File: config.mk
export PLATFORM = sky130hd
export DESIGN_NAME = sync_fifo_param_flat
export DESIGN_NICKNAME = d
export VERILOG_FILES = /design/src/rtl/sync_fifo_param_pkg.sv /design/src/rtl/sync_fifo_param_if.sv /design/src/rtl/sync_fifo_param_mem.sv /design/src/rtl/sync_fifo_param.sv /design/src/flat_wrapper.sv
export SDC_FILE = /design/constraint.sdc
export NUM_CORES = 1
export LEC_CHECK = 0
export CAP_MARGIN = 25
export CORE_AREA = 5 5 149 80
export DETAILED_ROUTE_END_ITERATION = 6
export DIE_AREA = 0 0 154 85
export GPL_ROUTABILITY_DRIVEN = 0
export PLACE_DENSITY = 0.86
export SYNTH_ARGS = -nofsm -noshare
export SYNTH_HDL_FRONTEND = slang
export SYNTH_HIERARCHICAL = 1
export SYNTH_SLANG_ARGS = --single-unit
export TNS_END_PERCENT = 1
File: constraint.sdc
create_clock -name clk -period 5.4 [get_ports clk]
set_clock_uncertainty 0.15 [all_clocks]
set_input_delay 0.81 -clock clk [delete_from_list [all_inputs] [get_ports clk]]
set_output_delay 0.81 -clock clk [all_outputs]
set_load 0.02 [all_outputs]
File: src/rtl/sync_fifo_param_pkg.sv
// Shared constants, depth helper and operation encoding for the single-clock FIFO.
package sync_fifo_pkg;
  localparam int DATASIZE_DEF = 8;
  localparam int ADDRSIZE_DEF = 4;

  function automatic int depth_f(input int addrsize);
    return 1 << addrsize;
  endfunction

  typedef enum logic [1:0] {OP_IDLE, OP_WR, OP_RD, OP_WRRD} fifo_op_e;
endpackage

File: src/rtl/sync_fifo_param_if.sv
// Handshake bundle for sync_fifo_param; SYNC_FIFO_ERR_FLAGS_EN adds sticky error flags.
interface sync_fifo_param_if #(
  parameter int DATASIZE = 8,
  parameter int ADDRSIZE = 4
);
  logic                wr_en;
  logic [DATASIZE-1:0] wdata;
  logic                wr_full;
  logic                rd_en;
  logic [DATASIZE-1:0] rdata;
  logic                rempty;
  logic                almost_full;
  logic                almost_empty;
  logic [ADDRSIZE:0]   count;
`ifdef SYNC_FIFO_ERR_FLAGS_EN
  logic                err_clr;
  logic                overflow;
  logic                underflow;

  modport master (output wr_en, wdata, rd_en, err_clr,
                  input  wr_full, rdata, rempty, almost_full, almost_empty, count,
                         overflow, underflow);
  modport slave  (input  wr_en, wdata, rd_en, err_clr,
                  output wr_full, rdata, rempty, almost_full, almost_empty, count,
                         overflow, underflow);
`else
  modport master (output wr_en, wdata, rd_en,
                  input  wr_full, rdata, rempty, almost_full, almost_empty, count);
  modport slave  (input  wr_en, wdata, rd_en,
                  output wr_full, rdata, rempty, almost_full, almost_empty, count);
`endif
endinterface

File: src/rtl/sync_fifo_param_mem.sv
// FIFO storage: one synchronous write port, one asynchronous read port, never cleared.
module sync_fifo_mem #(
  parameter int DATASIZE = 8,
  parameter int ADDRSIZE = 4
) (
  input  logic                clk,
  input  logic                i_we,
  input  logic [ADDRSIZE-1:0] i_waddr,
  input  logic [DATASIZE-1:0] i_wdata,
  input  logic [ADDRSIZE-1:0] i_raddr,
  output logic [DATASIZE-1:0] o_rdata
);
  logic [DATASIZE-1:0] r_mem [2**ADDRSIZE];

  always_ff @(posedge clk) begin
    if (i_we) r_mem[i_waddr] <= i_wdata;
  end

  assign o_rdata = r_mem[i_raddr];
endmodule

File: src/rtl/sync_fifo_param.sv
// Single-clock FIFO with fill count, almost flags and registered/FWFT read modes.
// Optional sticky overflow/underflow flags under SYNC_FIFO_ERR_FLAGS_EN.
module sync_fifo_param
  import sync_fifo_pkg::*;
#(
  parameter int DATASIZE      = DATASIZE_DEF,
  parameter int ADDRSIZE      = ADDRSIZE_DEF,
  parameter int AFULL_THRESH  = 12,
  parameter int AEMPTY_THRESH = 2,
  parameter int FWFT          = 0
) (
  input  logic             clk,
  input  logic             rst_n,
  sync_fifo_param_if.slave bus
);
  localparam int                DEPTH    = depth_f(ADDRSIZE);
  localparam logic [ADDRSIZE:0] C_DEPTH  = (ADDRSIZE+1)'(DEPTH);
  localparam logic [ADDRSIZE:0] C_AFULL  = (ADDRSIZE+1)'(AFULL_THRESH);
  localparam logic [ADDRSIZE:0] C_AEMPTY = (ADDRSIZE+1)'(AEMPTY_THRESH);

  logic [ADDRSIZE:0]   r_wptr;
  logic [ADDRSIZE:0]   r_rptr;
  logic [ADDRSIZE:0]   r_count;
  logic                w_full;
  logic                w_empty;
  logic                w_wr_acc;
  logic                w_rd_acc;
  logic [DATASIZE-1:0] w_mem_rdata;
  fifo_op_e            w_op;

  // Flags come from the registered count only, so no request-to-flag path exists.
  assign w_full   = (r_count == C_DEPTH);
  assign w_empty  = (r_count == '0);
  assign w_wr_acc = bus.wr_en & ~w_full;
  assign w_rd_acc = bus.rd_en & ~w_empty;

  always_comb begin
    w_op = OP_IDLE;
    case ({w_wr_acc, w_rd_acc})
      2'b10:   w_op = OP_WR;
      2'b01:   w_op = OP_RD;
      2'b11:   w_op = OP_WRRD;
      default: w_op = OP_IDLE;
    endcase
  end

  always_ff @(posedge clk or negedge rst_n) begin
    if (!rst_n) begin
      r_wptr  <= '0;
      r_rptr  <= '0;
      r_count <= '0;
    end else begin
      if (w_wr_acc) r_wptr <= r_wptr + 1'b1;
      if (w_rd_acc) r_rptr <= r_rptr + 1'b1;
      case (w_op)
        OP_WR:   r_count <= r_count + 1'b1;
        OP_RD:   r_count <= r_count - 1'b1;
        default: r_count <= r_count;
      endcase
    end
  end

  sync_fifo_mem #(.DATASIZE(DATASIZE), .ADDRSIZE(ADDRSIZE)) u_mem (
    .clk     (clk),
    .i_we    (w_wr_acc),
    .i_waddr (r_wptr[ADDRSIZE-1:0]),
    .i_wdata (bus.wdata),
    .i_raddr (r_rptr[ADDRSIZE-1:0]),
    .o_rdata (w_mem_rdata)
  );

  generate
    if (FWFT == 0) begin : g_reg_rd
      logic [DATASIZE-1:0] r_rdata;
      always_ff @(posedge clk or negedge rst_n) begin
        if (!rst_n)        r_rdata <= '0;
        else if (w_rd_acc) r_rdata <= w_mem_rdata;
      end
      assign bus.rdata = r_rdata;
    end else begin : g_fwft_rd
      assign bus.rdata = w_mem_rdata;
    end
  endgenerate

  assign bus.wr_full      = w_full;
  assign bus.rempty       = w_empty;
  assign bus.almost_full  = (r_count >= C_AFULL);
  assign bus.almost_empty = (r_count <= C_AEMPTY);
  assign bus.count        = r_count;

`ifdef SYNC_FIFO_ERR_FLAGS_EN
  logic r_overflow;
  logic r_underflow;

  // A new error in the same cycle as err_clr keeps the flag set.
  always_ff @(posedge clk or negedge rst_n) begin
    if (!rst_n) begin
      r_overflow  <= 1'b0;
      r_underflow <= 1'b0;
    end else begin
      if (bus.wr_en && w_full)  r_overflow  <= 1'b1;
      else if (bus.err_clr)     r_overflow  <= 1'b0;
      if (bus.rd_en && w_empty) r_underflow <= 1'b1;
      else if (bus.err_clr)     r_underflow <= 1'b0;
    end
  end

  assign bus.overflow  = r_overflow;
  assign bus.underflow = r_underflow;
`endif
endmodule

File: src/flat_wrapper.sv
// flat-port wrapper written by rule: the top's interface ports become plain ports
module sync_fifo_param_flat import sync_fifo_pkg::*;
#(
  parameter int DATASIZE      = DATASIZE_DEF,
  parameter int ADDRSIZE      = ADDRSIZE_DEF,
  parameter int AFULL_THRESH  = 12,
  parameter int AEMPTY_THRESH = 2,
  parameter int FWFT          = 0
)
  (clk, rst_n, bus_wr_en, bus_wdata, bus_rd_en, bus_wr_full, bus_rdata, bus_rempty, bus_almost_full, bus_almost_empty, bus_count);
  sync_fifo_param_if #(.DATASIZE(DATASIZE), .ADDRSIZE(ADDRSIZE)) bus_i ();
  input  logic clk;
  input  logic rst_n;
  input wire logic [$bits(bus_i.wr_en)-1:0] bus_wr_en;
  input wire logic [$bits(bus_i.wdata)-1:0] bus_wdata;
  input wire logic [$bits(bus_i.rd_en)-1:0] bus_rd_en;
  output wire logic [$bits(bus_i.wr_full)-1:0] bus_wr_full;
  output wire logic [$bits(bus_i.rdata)-1:0] bus_rdata;
  output wire logic [$bits(bus_i.rempty)-1:0] bus_rempty;
  output wire logic [$bits(bus_i.almost_full)-1:0] bus_almost_full;
  output wire logic [$bits(bus_i.almost_empty)-1:0] bus_almost_empty;
  output wire logic [$bits(bus_i.count)-1:0] bus_count;
  assign bus_i.wr_en = bus_wr_en;
  assign bus_i.wdata = bus_wdata;
  assign bus_i.rd_en = bus_rd_en;
  assign bus_wr_full = bus_i.wr_full;
  assign bus_rdata = bus_i.rdata;
  assign bus_rempty = bus_i.rempty;
  assign bus_almost_full = bus_i.almost_full;
  assign bus_almost_empty = bus_i.almost_empty;
  assign bus_count = bus_i.count;
  sync_fifo_param #(.DATASIZE(DATASIZE), .ADDRSIZE(ADDRSIZE), .AFULL_THRESH(AFULL_THRESH), .AEMPTY_THRESH(AEMPTY_THRESH), .FWFT(FWFT)) u_core (.clk(clk), .rst_n(rst_n), .bus(bus_i));
endmodule
==> results of run 1 <==
state kept, by name (all words and copies together), names as in the netlist:
signal / cells
u_core/u_mem/r_mem: 128
u_core/bus.rdata: 8
u_core/bus.count: 5
u_core/r_rptr: 4
u_core/r_wptr: 4
through the flow:
step / hold slack [ns] / utilization
2_1_floorplan: 0.337 / -
3_3_place_gp: 0.350 / 0.612
3_5_place_dp: 0.355 / 0.615
4_1_cts: 0.362 / 0.678
5_1_grt: 0.375 / 0.680
6_report: 0.361 / 0.680
synth_stat cells, drive strengths merged, types with 2 or more instances:
cell type,instances,area (um2)
edfxtp,128,3840
mux4,32,773
dfrtp,21,526
a22oi,16,120
nand2,15,56.3
nor2,13,48.8
mux2,10,116
buf,8,63.8
ha,6,75.1
nor3,6,30.0
inv,5,21.3
xnor2,5,43.8
xor2,4,35.0
and2,3,21.3
clkdlybuf4s25,3,30.0
nand2b,3,26.3
o21ai,3,15.0
mux2i,2,20.0
nand3b,2,15.0
nand4,2,12.5
nor2b,2,12.5
nor3b,2,15.0
nor4,2,27.5
o41ai,2,17.5
or2,2,12.5
worst min-delay path by stage:
stage | slack [ns] | endpoint | cells past startpoint
after floorplan | 0.34 | u_core/r_rptr[3] | 1
after global placement | 0.35 | u_core/bus.rdata[7] | 1
after detailed placement | 0.35 | u_core/bus.rdata[0] | 1
after CTS | 0.36 | u_core/bus.rdata[0] | 1
after global routing | 0.37 | u_core/bus.rdata[0] | 1
final | 0.36 | u_core/bus.rdata[0] | 1
worst max-delay path: cells and delay by family:
kind / cells / cell delay (ns)
compound gates: 3 / 1.02
fa+ha+maj: 2 / 0.87
buf+inv: 2 / 0.58
simple gates: 2 / 0.34
final cells by class:
type / instances / area (um2)
clock buffers: 23 / 554
clock inverters: 9 / 108
fillers: 678 / 3370
inverters: 5 / 21.3
multi-input cells: 141 / 1580
flip-flops and latches: 149 / 4370
well taps: 145 / 181
repair buffers: 33 / 350
layout by cell type, fill, tap and decap left out, types with 2 or more instances in the layout:
master / netlist / layout
clkbuf_16: 0 / 22
mux2_2: 9 / 9
mux4_1: 14 / 14
mux4_2: 18 / 18
or2_2: 2 / 2
dfrtp_1: 21 / 20
ha_1: 6 / 6
clkinv_4: 0 / 2
buf_4: 2 / 3
clkinv_2: 0 / 3
clkdlybuf4s50_1: 0 / 28
inv_1: 4 / 4
nor3b_1: 2 / 2
nand3b_1: 2 / 2
clkinvlp_4: 0 / 2
nand2_1: 15 / 15
nand2b_1: 2 / 2
a22oi_1: 16 / 16
nor2b_1: 2 / 2
o41ai_1: 2 / 2
xnor2_1: 5 / 5
o21ai_0: 3 / 3
nor2_1: 13 / 13
nand4_1: 2 / 2
and2_1: 2 / 2
nor3_1: 6 / 4
mux2i_1: 2 / 2
xor2_1: 4 / 4
nor3_2: 0 / 2
edfxtp_1: 128 / 128
bufinv_16: 0 / 2
logic make-up (layout without fill, tap and decap cells):
family,Yosys count,in the layout,share of synthesized area
flip-flops,149,149,0.721
adder cells (fa/ha/maj),7,7,0.0157
buffers and inverters,17,70,0.0196
AO/OA/AOI/OAI,26,26,0.0316
AND/OR/NAND/NOR,55,55,0.0493
multiplexers,44,44,0.150
XOR/XNOR,9,9,0.0130
metal layers:
layer | global-route usage | up-vias
met5 | 0 | -
met2 | 0.296 | 130
met4 | 0.0665 | 0
met3 | 0.0484 | 7
li1 | - | 1335
met1 | 0.304 | 1668
where the power goes:
part / internal [mW] / total [mW] / switching (mW)
clock: 0.818 / 1.27 / 0.448
combinational: 0.572 / 1.24 / 0.665
sequential: 1.45 / 1.59 / 0.144
total: 2.84 / 4.09 / 1.26
==> metrics.yaml, run 1 <==
timing:
  tightest_slew_ns: 1.07
  worst_slack_ns: 1.92
  period_minus_slack_ns: 3.48
  report.final.slew_viol_count: 0
  period_share: 0.645
  setup_viol: 0
  relSlewSlack: 0.282
  max_clock_freq_mhz: 287
  rsz0062_at_grt: "false"
  hold_viol: 0
  fin_setup_tns_ns: 0
clock_network:
  cts_resized: 0
  cts.sinks: 149
  postCtsSetupBuffers: 0
  cts_tree: "done"
  root_buffer: "clkbuf_16"
  numCtsBuffers: 17
  cts_hold_buf: 0
  clockBufferDepth: 2
  clkTransAtPathRegs_ns: 0.05
  insertion_delay_ns: 0.41
  ctsHtreeMaxLevel: 4
grt:
  grt_pass1_wl_um: 19100
  grt_antenna_before_repair: 0
  grt_max_degree: 36
  grt_pass1_vias: 3243
  track_usage: 0.202
  grt-ovfl-total: 0
placed_design:
  dpl_cell_area_um2: 6480
  dp_hpwl_um: 7800
  dp_slack_ns: 1.55
  io_buffers: 28
  dp.cells: 472
routing:
  drt_wl_total_um: 12600
  wl_met1_um: 5760
  num_vias: 3140
  vias_per_cell: 6.22
  met3_length_um: 942
  antenna_left: 0
  top_layer_used: "met4"
  routed-wl-met2_um: 5770
  first_pass_iters: 4
  drc: 0
  post_drt_wl_per_cell_um: 24.9
  drt_first_iter_violations: 334
yosys:
  synthesis.nets: 326
  synth_edf_count: 128
  yosysSeqAreaShare: 0.721
  synth_area_per_cell_um2: 19.7
  synth_cell_types: 43
  syn_inst: 307
  synth_seq_cells: 149
  synthArstFlopShare: 0.141
  synth_area_um2: 6060
  ys_warn_count: 6
  synth-main-ff-cell: "edfxtp_1"
setup_path:
  endpoint_kind: "flop"
  cpPeakStageDelay_ns: 0.62
  reg2reg_to: "u_core/bus.count[4]"
  reg2reg_setup_slack_ns: 2.14
  crit_top_cell: "o41ai_1"
  ff2ff_path_depth: 9
  path_class: "primary input to flop"
  start_kind: "primary input"
  required_ns: 5.55
  crit_chain: "clkdlybuf4s50_1 -> a21boi_2 -> ha_1 -> inv_1 -> fa_1 -> nor2b_1 -> or2_2 -> o41ai_1 -> o41ai_1"
  cp_slowest_cell: "a21boi_2"
  r2r-start: "u_core/bus.count[0]"
  arrival_ns: 3.63
  crit_fanout: 13
  critPathLaunch: "bus_rd_en"
  endpoint: "u_core/bus.count[4]"
pwr:
  p_total_mw: 4.09
  power.density_nw_per_um2: 571
  p_leak_nw: 2.47
  ir_drop_v: 0.000285
run:
  drv_cap: 0
min_path:
  hp-class: "flop to flop"
  min-delay-start: "u_core/bus.rdata[0]"
die:
  fp.coreArea_um2: 10500
  io_pins: 29
  core.rowCount: 27
  die_h_um: 85
  initial_utilization: 0.575
  die_area_um2: 13100
  die_x_um: 154
outcome:
  outcome: "complete, no violations"
finish:
  fin_area_um2: 7170
  diodes: 0
  area_growth_syn_to_layout_pct: 18.3
  nets: 366
  final_layout_size_suffix_gt1_frac: 0.208
  finalNonFillerCells: 505
Note: power is estimated with default switching activity, not from simulation.
==> run 2, diff against run 1 <==
clock period = 3.45 ns   (was 5.4 ns; I/O delays follow)
==> metrics.yaml, run 2 (synthesis results as in run 1) <==
die:
  die_x_um: 154  # unchanged
  die_area_um2: 13100  # unchanged
  core.rowCount: 27  # unchanged
  die_h_um: 85  # unchanged
  io_pins: 29  # unchanged
  initial_utilization: 0.575  # unchanged
  fp.coreArea_um2: 10500  # unchanged
pwr:
  p_sw_mw: 1.99  # +58%
  power.density_nw_per_um2: 869  # +52%
  pwr-share-seq: 0.392  # +0.004
  internal_power_mw: 4.27  # +50%
  ir_drop_v: 0.000442  # +55%
  clkPwrFrac: 0.294  # -0.015
  p_sw_frac: 0.318  # +0.0110
  p_comb_frac: 0.313  # +0.011
  p_leak_nw: 2.52  # +1.7%
clock_network:
  clockBufferDepth: 2  # unchanged
  root_buffer: "clkbuf_16"
  insertion_delay_ns: 0.43  # +0.02 ns
  cts.sinks: 149  # unchanged
  cts_tree: "done"
  clkTransAtPathRegs_ns: 0.06  # about the same
  cts_resized: 0  # unchanged
  numCtsBuffers: 17  # unchanged
  ctsHtreeMaxLevel: 4  # unchanged
  cts_hold_buf: 0  # unchanged
  postCtsSetupBuffers: 0  # unchanged
timing:
  max_clock_freq_mhz: 326
  report.final.slew_viol_count: 0  # unchanged
  period_share: 0.890
  period_minus_slack_ns: 3.07
  tightest_slew_ns: 0.856  # -0.217 ns
  relSlewSlack: 0.428  # +0.146
  setup_viol: 0  # unchanged
  hold_viol: 0  # unchanged
  fin_setup_tns_ns: 0  # unchanged
  rsz0062_at_grt: "false"
routing:
  num_vias: 3123  # -0.54%
  drc: 0  # unchanged
  antenna_left: 0  # unchanged
  vias_per_cell: 6.01  # -3.4%
  post_drt_wl_per_cell_um: 24.0  # -3.5%
  drt_first_iter_violations: 284  # -15%
  first_pass_iters: 4  # unchanged
  drt_wl_total_um: 12500  # -0.62%
grt:
  grt_pass1_vias: 3254  # +0.34%
  grt_max_degree: 36  # unchanged
  grt_antenna_before_repair: 0  # unchanged
  track_usage: 0.206  # +0.00399
  grt_pass1_wl_um: 19400  # +1.3%
  grt-ovfl-total: 0  # unchanged
setup_path:
  start_kind: "flop"
  r2r-start: "u_core/bus.count[0]"
  path_class: "flop to flop"
  arrival_ns: 3.23  # -0.40 ns
  crit_fanout: 7  # -6
  ff2ff_path_depth: 10  # +1
  reg2reg_to: "u_core/bus.count[4]"
  critPathLaunch: "u_core/bus.count[0]"
  endpoint_kind: "flop"
  required_ns: 3.61  # -1.94 ns
  reg2reg_setup_slack_ns: 0.38  # -1.76 ns
finish:
  top_register: "u_core/u_mem/r_mem"
  most-common-layout-cells: "edfxtp_1, clkdlybuf4s50_1, dfrtp_1"
  fin_area_um2: 7200  # +0.44%
  diodes: 0  # unchanged
  final_common_cell: "edfxtp_1"
  nets: 381  # +4.1%
  fillers: 660  # -2.7%
  final_layout_size_suffix_gt1_frac: 0.237  # +0.0290
  area_growth_syn_to_layout_pct: 18.8
  largest_reg_flops: 128  # unchanged
outcome:
  outcome: "complete, no violations"
run:
  drv_cap: 0  # unchanged
placed_design:
  io_buffers: 28  # unchanged
  dp_hpwl_um: 7990  # +2.4%
  dpl_cell_area_um2: 6580  # +1.6%
min_path:
  hp-class: "primary input to async pin"
run 2: cell count changes in the layout (fill, tap and decap cells not counted):
cell / delta
clkbuf_1: -1
clkinv_2: -2
buf_16: -1
nor3_1: +2
inv_6: +7
buf_4: +15
clkinv_4: +1
nor3_2: -2
clkbuf_16: -4
run 2: how the worst max path moves through the flow:
stage | slack [ns] | cells past startpoint | endpoint
6_report | 0.38 | 10 | u_core/bus.count[4]
5_1_grt | 0.20 | 10 | u_core/bus.count[4]
4_1_cts | 0.39 | 10 | u_core/bus.count[4]
2_1_floorplan | 0.58 | 10 | u_core/bus.count[4]
3_5_place_dp | 0.41 | 9 | u_core/bus.count[4]
3_3_place_gp | 0.51 | 9 | u_core/bus.count[4]
run 2: power groups by stage:
stage	registers [mW]	clock network (mW)	logic, mW
after floorplan	2.54	0	1.24
after global placement	2.46	0	1.88
after detailed placement	2.49	0	1.94
after CTS	2.45	1.87	1.97
after global routing	2.49	1.95	2.11
final	2.45	1.84	1.96
run 2: per-stage QoR:
step	util	instances	hold WS [ns]	worst slack, ns	total power, mW
floorplan	-	307	0.0719	0.584	3.78
global placement	0.625	487	0.339	0.507	4.34
finish	0.683	520	0.146	0.379	6.26
detailed placement	0.625	487	0.345	0.406	4.43
CTS	0.681	519	0.362	0.389	6.29
global route	0.683	520	0.145	0.203	6.55
run 2: layout make-up:
class | count | area (um2) | area share
clock inverter | 15 | 168 | 0.0233
inverter | 5 | 21.3 | 0.00295
multi-input combinational | 141 | 1570 | 0.219
clock buffer | 17 | 425 | 0.0591
tap | 145 | 181 | 0.0252
timing repair buffer | 48 | 460 | 0.0639
sequential | 149 | 4370 | 0.607
run 2: layer usage:
metal  GRT usage  share of wire
met1       0.298           0.43
met2       0.291           0.45
met3      0.0723          0.095
met4      0.0801          0.017
met5           0              0
run 2: critical path, stage by stage (launching register included):
cell      delay (ns)
dfrtp_1         0.47
nor4_4          0.37
and2_4          0.20
nand2b_4        0.13
ha_1            0.30
inv_1           0.15
fa_1            0.42
nor2b_1         0.20
or2_2           0.15
o41ai_1         0.07
o41ai_1         0.36
